$ cat src/rtl/button_event_if.sv
// Signal bundle between a button-event detector and its consumer.
// The slave modport is the detector; the master drives the button level and repeat enable.
interface button_event_if;
  logic       btn_level;
  logic       repeat_en;
  logic       press_pulse;
  logic       click_pulse;
  logic       long_pulse;
  logic       repeat_pulse;
  logic       release_pulse;
  logic [1:0] state;

  modport master (
    output btn_level,
    output repeat_en,
    input  press_pulse,
    input  click_pulse,
    input  long_pulse,
    input  repeat_pulse,
    input  release_pulse,
    input  state
  );

  modport slave (
    input  btn_level,
    input  repeat_en,
    output press_pulse,
    output click_pulse,
    output long_pulse,
    output repeat_pulse,
    output release_pulse,
    output state
  );
endinterface

$ cat src/rtl/button_event.sv
// Turns a debounced button level into press/click/long/repeat/release pulses.
// All outputs are registered; each pulse lasts one clock.
module button_event #(
  parameter int unsigned LONG_CYCLES   = 32'd25000000,
  parameter int unsigned REPEAT_CYCLES = 32'd5000000
) (
  input  logic          clk,
  input  logic          reset,
  button_event_if.slave evt_io
);

  typedef enum logic [1:0] {
    StIdle = 2'b00,
    StDown = 2'b01,
    StHeld = 2'b10
  } state_e;

  localparam logic [31:0] LongLast = 32'(LONG_CYCLES - 1);
  localparam logic [31:0] RepLast  = 32'(REPEAT_CYCLES - 1);

  state_e      state_q, state_d;
  logic [31:0] hold_cnt_q, hold_cnt_d;
  logic [31:0] rep_cnt_q, rep_cnt_d;
  logic        press_q, press_d;
  logic        click_q, click_d;
  logic        long_q, long_d;
  logic        repeat_q, repeat_d;
  logic        release_q, release_d;

  always_comb begin
    state_d    = state_q;
    hold_cnt_d = hold_cnt_q;
    rep_cnt_d  = rep_cnt_q;
    press_d    = 1'b0;
    click_d    = 1'b0;
    long_d     = 1'b0;
    repeat_d   = 1'b0;
    release_d  = 1'b0;

    unique case (state_q)
      StIdle: begin
        if (evt_io.btn_level) begin
          state_d    = StDown;
          hold_cnt_d = '0;
          press_d    = 1'b1;
        end
      end

      // Release is tested first so it wins over the terminal-count edge.
      StDown: begin
        if (!evt_io.btn_level) begin
          state_d   = StIdle;
          click_d   = 1'b1;
          release_d = 1'b1;
        end else if (hold_cnt_q == LongLast) begin
          state_d   = StHeld;
          long_d    = 1'b1;
          rep_cnt_d = '0;
        end else begin
          hold_cnt_d = hold_cnt_q + 32'd1;
        end
      end

      // With repeat disabled the counter parks at 0 so a re-enable starts a full period.
      StHeld: begin
        if (!evt_io.btn_level) begin
          state_d   = StIdle;
          release_d = 1'b1;
        end else if (!evt_io.repeat_en) begin
          rep_cnt_d = '0;
        end else if (rep_cnt_q == RepLast) begin
          repeat_d  = 1'b1;
          rep_cnt_d = '0;
        end else begin
          rep_cnt_d = rep_cnt_q + 32'd1;
        end
      end

      default: begin
        state_d = StIdle;
      end
    endcase
  end

  always_ff @(posedge clk or posedge reset) begin
    if (reset) begin
      state_q    <= StIdle;
      hold_cnt_q <= '0;
      rep_cnt_q  <= '0;
      press_q    <= 1'b0;
      click_q    <= 1'b0;
      long_q     <= 1'b0;
      repeat_q   <= 1'b0;
      release_q  <= 1'b0;
    end else begin
      state_q    <= state_d;
      hold_cnt_q <= hold_cnt_d;
      rep_cnt_q  <= rep_cnt_d;
      press_q    <= press_d;
      click_q    <= click_d;
      long_q     <= long_d;
      repeat_q   <= repeat_d;
      release_q  <= release_d;
    end
  end

  assign evt_io.press_pulse   = press_q;
  assign evt_io.click_pulse   = click_q;
  assign evt_io.long_pulse    = long_q;
  assign evt_io.repeat_pulse  = repeat_q;
  assign evt_io.release_pulse = release_q;
  assign evt_io.state         = state_q;

endmodule

$ cat src/flat_wrapper.sv
// flat-port wrapper written by rule: the top's interface ports become plain ports
module button_event_flat 
#(
  parameter int unsigned LONG_CYCLES   = 32'd25000000,
  parameter int unsigned REPEAT_CYCLES = 32'd5000000
)
  (clk, reset, evt_io_btn_level, evt_io_repeat_en, evt_io_press_pulse, evt_io_click_pulse, evt_io_long_pulse, evt_io_repeat_pulse, evt_io_release_pulse, evt_io_state);
  button_event_if evt_io_i ();
  input  logic clk;
  input  logic reset;
  input wire logic [$bits(evt_io_i.btn_level)-1:0] evt_io_btn_level;
  input wire logic [$bits(evt_io_i.repeat_en)-1:0] evt_io_repeat_en;
  output wire logic [$bits(evt_io_i.press_pulse)-1:0] evt_io_press_pulse;
  output wire logic [$bits(evt_io_i.click_pulse)-1:0] evt_io_click_pulse;
  output wire logic [$bits(evt_io_i.long_pulse)-1:0] evt_io_long_pulse;
  output wire logic [$bits(evt_io_i.repeat_pulse)-1:0] evt_io_repeat_pulse;
  output wire logic [$bits(evt_io_i.release_pulse)-1:0] evt_io_release_pulse;
  output wire logic [$bits(evt_io_i.state)-1:0] evt_io_state;
  assign evt_io_i.btn_level = evt_io_btn_level;
  assign evt_io_i.repeat_en = evt_io_repeat_en;
  assign evt_io_press_pulse = evt_io_i.press_pulse;
  assign evt_io_click_pulse = evt_io_i.click_pulse;
  assign evt_io_long_pulse = evt_io_i.long_pulse;
  assign evt_io_repeat_pulse = evt_io_i.repeat_pulse;
  assign evt_io_release_pulse = evt_io_i.release_pulse;
  assign evt_io_state = evt_io_i.state;
  button_event #(.LONG_CYCLES(LONG_CYCLES), .REPEAT_CYCLES(REPEAT_CYCLES)) u_core (.clk(clk), .reset(reset), .evt_io(evt_io_i));
endmodule
$ cat config.mk
export PLATFORM = sky130hd
export DESIGN_NAME = button_event_flat
export DESIGN_NICKNAME = d
export VERILOG_FILES = /design/src/rtl/button_event_if.sv /design/src/rtl/button_event.sv /design/src/flat_wrapper.sv
export SDC_FILE = /design/constraint.sdc
export NUM_CORES = 1
export LEC_CHECK = 0
export ABC_AREA = 1
export BUFFER_PORTS_ARGS = -buffer_cell sky130_fd_sc_hd__buf_2
export CORE_MARGIN = 1
export CORE_UTILIZATION = 35
export DETAILED_ROUTE_END_ITERATION = 10
export GPL_TIMING_DRIVEN = 0
export SYNTH_ARGS = -nofsm -noshare
export SYNTH_HDL_FRONTEND = slang
export SYNTH_SLANG_ARGS = --single-unit
$ cat constraint.sdc
create_clock -name clk -period 5.9 [get_ports clk]
set_input_delay 1.18 -clock clk [delete_from_list [all_inputs] [get_ports clk]]
set_output_delay 1.18 -clock clk [all_outputs]
set_load 0.02 [all_outputs]
==> run metrics <==
top cell type by total area after synthesis dfrtp_1; cts bufs inserted 9; initial core utilization between 30% and 40%; FMAX 424 MHz; P_leak 2.58 nW; Clock Tree Root clkbuf_16; hold buffers post-CTS 0; initial detailed-routing violation count between 400 and 500; status finished, final reports clean; initial antenna violation count 0; post-route cell area between 5000 and 6000 sq um; prevailing post-synth register cell dfrtp_1; Cells after Synth 874; IO Count 11; Int Pwr slightly below 1 mW; die height 125 um; Worst setup EP type register; Max-Slew Margin vs Limit just under 60%; number of synthesized flops with an enable pin 0; mean post-synth cell area 6.08 sq um; Nets about 900; WL per Instance roughly 15 um; Final Hold Viols 0; routed vias between 5000 and 6000; Post-CTS Setup Repair Bufs 0; Fin Clk Skew around 12 ps; crit path max fanout 10; Die ar. between 15000 and 20000 sq um; row count 44; die width about 130 um; setup TNS 0 ps; Cell Area, Placed roughly 5600 sq um; fin cells between 1000 and 1500; CTS H-tree lvls 3; clk sinks 71; core area roughly 15000 sq um; Setup CP Type register to register; Worst-Margin Slew 620 ps; Arr. time, crit path roughly 2600 ps; Worst-path clk slew around 60 ps; clk_lat worst skew about 350 ps; Worst Setup Start Kind register; maximum number of pins on one net before global-route repair 46; Final setup viols 0; Hold/Removal Path Class register to register; hold path start u_core.evt_io.state[0]; hpwl dp around 12000 um; area delta synth->final 11.9%; peak supply drop approximately 0.00015 V; FFs w/ async S/R, synth 100%; grt total ovfl 0; TritonCTS clock tree yes; P per Cell Area roughly 240 nW/um^2; Synth area leaders dfrtp_1, nand2_1, nor2_1; pre-CTS setup slack 3240 ps; # DRC 0; area of the mapped netlist approximately 5300 sq um; Flop pwr share roughly 37%; Warnings, synthesis 0; I/O Buffers 9; number of fillers in the final layout about 1600; Synth Net Count between 800 and 900; GPL Wtd Cong approximately 0.92; cts repair resizes 0; Period minus WS final about 2400 ps; sequential share of the synthesized area 33.5%; Netlist cell types 27; final WL ~16000 um; part of the cycle the worst path needs about two fifths; number of global-route vias before repair between 5000 and 6000; Antenna diodes 0; RSZ-0062 raised after global routing false; Clock Path Buffers 2; Total Routing Usage GR between 20% and 30%; Setup crit start u_core.evt_io.state[1]; first-pass GRT wire length roughly 27000 um; Synth Register Bits 71; Post-DRT Antenna Nets 0; Vias/cell ~5.0; final core utilization about two fifths; Worst EP required 6130 ps; first drt pass iteration count 7; combinational fraction of design power between 10% and 20%; final worst slack between 3000 and 4000 ps; placed insts between 1000 and 1500; Max Slew Vio Count 0; switching power approximately 0.44 mW; Clock power frac 43.8%; max-cap viol count 0; Sw Ratio a little under a third; share of cells above drive strength 1 6.33%; area fraction of the dominant cell type after synthesis between 30% and 40%; Critical R2R Launch u_core.evt_io.state[1]
## kinds of logic after synthesis
kind of cell               count (synthesis)  share of synthesized area, %
DFF                                       71                          33.5
and+or+nand+nor                          638                          49.8
adders and majority gates                  5                          1.18
xor gates and xnor gates                  13                          2.14
buffers and inverters                    111                          9.02
AOI/OAI and AO/OA                         36                          4.38
## power by group through the flow
stage	Combinational, mW	Sequential [mW]	Clock, mW
3_5_place_dp	0.279	0.524	0
5_1_grt	0.303	0.517	0.647
3_3_place_gp	0.276	0.523	0
6_report	0.277	0.515	0.616
4_1_cts	0.280	0.515	0.630
2_1_floorplan	0.181	0.533	0
## registers in the layout, indices dropped and copies added, names as in the netlist
| register | count |
|---|---|
| u_core.hold_cnt_q | 32 |
| u_core.rep_cnt_q | 32 |
| u_core.evt_io.state | 2 |
| u_core.evt_io.click_pulse | 1 |
| u_core.evt_io.long_pulse | 1 |
| u_core.evt_io.press_pulse | 1 |
| u_core.evt_io.release_pulse | 1 |
| u_core.evt_io.repeat_pulse | 1 |
## through the flow
stage	hold slack (ps)	total power, mW
global placement	523	0.799
global route	592	1.47
CTS	548	1.42
finish	539	1.41
detailed placement	532	0.803
floorplan	491	0.713
## critical path: stages (launching register included)
cell and delay (ps):
dfrtp_1 430, inv_1 90, ha_1 180, clkbuf_1 210
inv_1 190, clkbuf_1 430, buf_1 490, nor2_1 100
nand2_1 80, nand2_1 50
## path summary, 6_finish.rpt
| path | to | slack (ps) | depth (start not counted) |
|---|---|---|---|
| min in group asynchronous | u_core.hold_cnt_q[12] | 820 | 2 |
| max in group asynchronous | u_core.rep_cnt_q[3] | 4520 | 3 |
| max | u_core.hold_cnt_q[21] | 3540 | 9 |
| min reg2reg | u_core.evt_io.state[0] | 540 | 2 |
| max reg2reg | u_core.hold_cnt_q[21] | 3540 | 9 |
| min | u_core.evt_io.state[0] | 540 | 2 |
## placed cells by master, fill, tap and decap left out
cell,instances
nand3_2,1
nor2_1,158
buf_6,7
buf_2,11
inv_4,1
clkinv_1,1
nor2_2,1
nand2_4,2
nand3_1,89
clkbuf_16,9
xnor2_1,1
nand2_1,326
buf_4,2
buf_1,3
clkbuf_8,2
xor2_1,12
o21ai_0,16
ha_1,5
nor4_1,1
nor2_4,1
or2_2,2
o21ai_1,5
buf_16,1
o21bai_1,3
bufinv_16,2
dfrtp_1,71
clkbuf_1,13
nand4_1,22
nand2_2,2
inv_1,84
o21ai_2,12
nor3_1,33
clkinv_2,1
## layout make-up
type	count	area, sq um	share of cell area, %
timing repair buffer	10	72.6	1.22
sequential	71	1780	29.9
clock inverter	3	65.1	1.09
clock buffer	13	260	4.38
inverter	86	325	5.47
buffer	25	156	2.63
tap	184	230	3.87
multi-input combinational	692	3060	51.4
## synth_stat cells, types with 3 or more instances
master	count
nand2_1	326
nor2_1	158
nand3_1	89
inv_1	85
dfrtp_1	71
nor3_1	33
nand4_1	22
o21ai_0	16
o21ai_2	12
xor2_1	12
clkbuf_1	11
buf_6	7
ha_1	5
o21ai_1	5
buf_1	3
o21bai_1	3
## routing by layer
metal  vias up  track usage, %  share of wire (%)
met3        34            4.24                3.5
met1      2483            27.2                 46
li1       2796               -                  -
met5         -               0                  0
met2       121            37.6                 47
met4         0            8.82                3.3
(Power assumes the default switching activity.)
